File: src/rtl/usb_tx_packetizer.sv
// ---------------------------------------------------------------------------
// usb_tx_packetizer
//
// Builds one USB packet per accepted start request and feeds it byte by byte
// to a downstream serializer. A packet is either PID-only, or PID followed by
// a payload pulled from a first-word-fall-through FIFO and a CRC16 trailer
// that the serializer appends when told to.
//
// Ports
//   clk_48          in   48 MHz clock
//   rst_n           in   asynchronous active-low reset
//   start           in   single-cycle packet request (honoured only when idle)
//   pid[3:0]        in   PID nibble, sent as {~pid, pid}
//   with_data       in   1 = PID + payload + CRC16, 0 = PID only
//   len[9:0]        in   payload byte count, 0..1023
//   rd_data[7:0]    in   FIFO head byte (first-word-fall-through)
//   rd_empty        in   FIFO empty
//   rd_en           out  FIFO pop, combinational, one per payload byte loaded
//   tx_transmit     out  serializer: a packet byte is pending
//   tx_data[7:0]    out  serializer: byte to send
//   tx_update_crc16 out  serializer: fold tx_data into the running CRC16
//   tx_send_crc16   out  serializer: append CRC16 after the last byte
//   tx_data_strobe  in   serializer consumed tx_data this cycle
//   tx_en           in   serializer still busy on the line
//   busy            out  packet in progress
//   done            out  one-cycle pulse when the packet has left the line
//   underrun        out  one-cycle pulse when the FIFO ran dry mid-payload
// ---------------------------------------------------------------------------
module usb_tx_packetizer (
  input  logic       clk_48,
  input  logic       rst_n,
  input  logic       start,
  input  logic [3:0] pid,
  input  logic       with_data,
  input  logic [9:0] len,
  input  logic [7:0] rd_data,
  input  logic       rd_empty,
  output logic       rd_en,
  output logic       tx_transmit,
  output logic [7:0] tx_data,
  output logic       tx_update_crc16,
  output logic       tx_send_crc16,
  input  logic       tx_data_strobe,
  input  logic       tx_en,
  output logic       busy,
  output logic       done,
  output logic       underrun
);

  typedef enum logic [1:0] {
    S_IDLE,
    S_PID,
    S_PAYLOAD,
    S_TAIL
  } state_t;

  state_t     state;
  logic [9:0] remaining;    // payload bytes not yet loaded into tx_data
  logic       with_data_r;  // packet type captured at accept

  logic accept;
  logic in_tx;
  logic load_point;

  // A start landing on the done cycle is refused so a new packet never
  // overlaps the completion pulse of the previous one.
  // NOTE: every always_comb output is assigned on every path (here by
  // continuous expressions), so no latch can be inferred.
  always_comb begin
    accept     = (state == S_IDLE) && start && !tx_en && !done;
    in_tx      = (state == S_PID) || (state == S_PAYLOAD);
    load_point = in_tx && tx_data_strobe && with_data_r && (remaining != 10'd0);
    rd_en      = load_point && !rd_empty;
  end

  // NOTE: sequential state uses non-blocking assignments only, so every
  // register samples the pre-edge values of its neighbours.
  // NOTE: all control state is reset; tx_data is cleared too so the
  // serializer never sees stale data after reset.
  always_ff @(posedge clk_48 or negedge rst_n) begin
    if (!rst_n) begin
      state           <= S_IDLE;
      remaining       <= 10'd0;
      with_data_r     <= 1'b0;
      tx_transmit     <= 1'b0;
      tx_data         <= 8'h00;
      tx_update_crc16 <= 1'b0;
      tx_send_crc16   <= 1'b0;
      busy            <= 1'b0;
      done            <= 1'b0;
      underrun        <= 1'b0;
    end else begin
      // Pulses default low and are raised for a single cycle below.
      done     <= 1'b0;
      underrun <= 1'b0;

      unique case (state)
        S_IDLE: begin
          if (accept) begin
            state           <= S_PID;
            remaining       <= len;
            with_data_r     <= with_data;
            tx_transmit     <= 1'b1;
            tx_data         <= {~pid, pid};
            tx_update_crc16 <= 1'b0;
            tx_send_crc16   <= 1'b0;
            busy            <= 1'b1;
          end
        end

        S_PID, S_PAYLOAD: begin
          if (tx_data_strobe) begin
            if (load_point && !rd_empty) begin
              // Serializer took the current byte; hand it the next payload byte.
              state           <= S_PAYLOAD;
              tx_data         <= rd_data;
              tx_update_crc16 <= 1'b1;
              remaining       <= remaining - 10'd1;
            end else if (load_point) begin
              // FIFO dry with bytes still owed: cut the packet short and
              // suppress the CRC so the receiver sees a corrupt packet.
              state         <= S_TAIL;
              tx_transmit   <= 1'b0;
              tx_send_crc16 <= 1'b0;
              underrun      <= 1'b1;
            end else begin
              // Last byte consumed (or PID-only packet): append CRC if data.
              state         <= S_TAIL;
              tx_transmit   <= 1'b0;
              tx_send_crc16 <= with_data_r;
            end
          end
        end

        S_TAIL: begin
          // Hold tx_send_crc16 until the serializer has drained the line.
          if (!tx_en) begin
            state           <= S_IDLE;
            tx_send_crc16   <= 1'b0;
            tx_update_crc16 <= 1'b0;
            busy            <= 1'b0;
            done            <= 1'b1;
          end
        end

        default: state <= S_IDLE;
      endcase
    end
  end

endmodule

File: config.mk
export PLATFORM = sky130hd
export DESIGN_NAME = usb_tx_packetizer
export DESIGN_NICKNAME = d
export VERILOG_FILES = /design/src/rtl/usb_tx_packetizer.sv
export SDC_FILE = /design/constraint.sdc
export NUM_CORES = 1
export LEC_CHECK = 0
export CORE_ASPECT_RATIO = 1.2
export CORE_UTILIZATION = 43
export DETAILED_ROUTE_END_ITERATION = 8
export PLACE_DENSITY = 0.76
export SETUP_SLACK_MARGIN = 0.05
export SLEW_MARGIN = 20
export SYNTH_ARGS = -nofsm -noshare
export SYNTH_HDL_FRONTEND = slang
export SYNTH_SLANG_ARGS = --single-unit
File: constraint.sdc
create_clock -name clk_48 -period 2.1 [get_ports clk_48]
set_input_delay 0.42 -clock clk_48 [delete_from_list [all_inputs] [get_ports clk_48]]
set_output_delay 0.42 -clock clk_48 [all_outputs]
set_load 0.02 [all_outputs]
==> results.yml <==
run_status:
  status: "finished with violations"
  violations: "design-rule violations"
run:
  cap_violations: 0
timing:
  rsz0062_at_grt: "true"
  setup_viol: 0
  min_period_over_period_pct: 98.7
  worst_pin_slew_ps: 362
  fmax_mhz: 482
  maxSlewViolCount: 0
  min_period_ps: 2070
  clock_skew_ps: 6.19
  maxSlewHeadroom_pct: 75.3
  hold_viol_final: 0
  hold_ws_ps: 506
grt:
  grtUsageTotal_pct: 23.3
  grt_antenna_before_repair: 0
  grt_util_met3_pct: 2.46
  met2_usage_pct: 40.1
  grt_pass1_wl_um: 6970
  grt_max_degree: 28
  overflow: 0
  grt_pass1_vias: 1589
  busiest_layer: "met2"
  met1_usage_pct: 30.8
final_layout:
  final_area_um2: 2340
  final_util_pct: 68.9
  drive_gt1_share_pct: 23.0
  final_cells: 272
  nNetsFinal: 268
  fillers: 285
  area_growth_pct: 50.6
  n_antenna_cell: 0
clock_network:
  cts_tree: "done"
  postCtsHoldBufs: 0
  cts_sinks: 27
  root_buffer: "clkbuf_8"
  htreeDepth: 1
  cts_made_buffers: 3
  clk-insertion-delay-late_ps: 280
  clk_pin_slew_ps: 100
  clockBufferDepth: 2
setup_path:
  crit_path_max_fanout: 2
  cp.arrival_ps: 1650
  criticalPathCategory: "reg2out"
  cp_top_family: "simple AND/OR/NAND/NOR gates"
  crit_slowest_cell: "or4_4"
  r2r_cells: 6
  crit_required_ps: 1680
  cp-end-kind: "primary output"
  critPathBufInv: 1
  crit_chain: "or4_4 > o31ai_4 > nor2_1 > buf_2"
  cpPeakStageDelay_ps: 570
  cp.depth: 4
  critPathLaunchType: "register"
synthesis:
  synth_nets: 193
  synthCells: 161
  synthAdderAreaFrac_pct: 2.42
  avgSynthCellArea_um2: 9.65
  synth_common_cells: "27 x dfrtp_1, 16 x nand2_1, 7 x inv_1, 7 x nor2_1"
  yosysWarnings: 0
  synth-seq-cells: 27
  ys_top_cells_by_area: "dfrtp_1 43%, nand2_1 3.9%, o221a_2 3.6%, ha_1 2.4%, nand2b_1 2.4%"
  synth.mux.area_fraction_pct: 0.725
  synth_top_area_share_pct: 43.5
  yosys.area.top_type: "dfrtp_1"
  ys.flop_type: "dfrtp_1"
  synth_compound_area_share_pct: 28.2
  synth_seq_area_share_pct: 43.5
  syn_area_um2: 1550
  synth-xor-area-share_pct: 0
  yosysMostFrequentCell: "dfrtp_1"
  synth_top_family_by_area: "compound AO/OA/AOI/OAI gates"
  synth-simple-area-share_pct: 21.0
  async_flop_share_pct: 100
  synth_cell_types: 49
  synth-edff-count: 0
route:
  first_iter_violations: 77
  routed_wl_um: 4230
  routed_via_density: 5.89
  ant_nets: 0
  wl_per_cell_um: 15.6
  drc: 4
  vias: 1602
  drt-pass1-iter-count: 6
pwr:
  leakagePower_nw: 0.956
  vdd_drop_max_mv: 0.618
  p_per_area_nw_per_um2: 1480
placement:
  dp_cells: 267
  io_buffers: 43
  gp_congestion: 0.880
  post-dp-hpwl_um: 3280
  dpl_cell_area_um2: 2260
floorplan:
  core-area_um2: 3400
  rows: 23
  die_h_um: 67.9
  dieArea_um2: 3860
  die_width_um: 56.9
  io_pins: 44
  initial_core_util_pct: 45.8
worst_hold_path:
  holdCritPathClass: "in2async"
==> cell usage in the layout, fill, tap and decap left out, types with 3 or more instances in the layout <==
cell type and instances:
o211ai_1 3, o21ai_0 6, nor2_1 7, or3_1 3, dfrtp_1 27, nand3_1 4, inv_1 7, nor2b_1 5
a21oi_1 6, o221a_2 5, nand2_1 16, buf_4 33, nor3_1 5, nand2b_1 6, clkbuf_8 3, nor4_1 3
clkdlybuf4s50_1 42, o2bb2ai_1 3, o221a_1 3
==> timing repair <==
item                                    4_1_cts  5_1_grt
setup buffers                                 0        1
resized for setup                             5        4
pin swaps                                     1        0
endpoints found under the setup margin        1       18
==> stage by stage <==
step                worst slack (ps)  total power [mW]  setup TNS, ps
floorplan                        137              2.14              0
global placement                -206              2.99          -1680
detailed placement              -256              3.05          -1990
CTS                             11.4              3.36              0
global route                   -60.1              3.72          -60.1
finish                          27.2              3.46              0
==> where the power goes <==
group | total (mW) | leakage, nW | internal, mW | switching, mW
combinational | 2.33 | 0.618 | 1.11 | 1.22
sequential | 0.826 | 0.316 | 0.716 | 0.110
clock | 0.303 | 0.0217 | 0.135 | 0.168
total | 3.46 | 0.956 | 1.96 | 1.50
==> per-layer routing <==
metal  vias up  part of all wire, %
met5         -                    0
met2        58                   51
li1        773                    -
met1       764                   43
met3         7                  4.4
met4         0                  1.5
==> sequential cells by signal, summed over array words and instances, names as in the netlist <==
name	flops
remaining	10
tx_data	8
state	2
busy	1
done	1
tx_send_crc16	1
tx_transmit	1
tx_update_crc16	1
underrun	1
with_data_r	1
==> cells by family after synthesis <==
logic type | after synthesis
muxes | 1
DFF | 27
and+or+nand+nor | 61
buffers and inverters | 15
AOI/OAI and AO/OA | 54
adders and majority gates | 3
==> cell type report <==
cell class                      count  area [um2]  share of cell area (%)
Clock buffer                        3        41.3                    1.76
Clock inverter                      1        7.51                   0.321
Inverter                            7        26.3                    1.12
Multi-Input combinational cell    119         835                    35.7
Sequential cell                    27         676                    28.9
Tap cell                           37        46.3                    1.98
Timing Repair Buffer               78         708                    30.3
==> worst paths after layout <==
check	from	to	slack [ps]
setup / recovery	remaining[6]	rd_en	30
hold / removal	rst_n	state[0]	510
setup reg to reg	remaining[6]	tx_data[4]	160
hold reg to reg	tx_send_crc16	tx_send_crc16	530
max in group asynchronous	rst_n	remaining[6]	1340
min in group clk_48	tx_send_crc16	tx_send_crc16	530
Power figures use the tool's default switching activity.
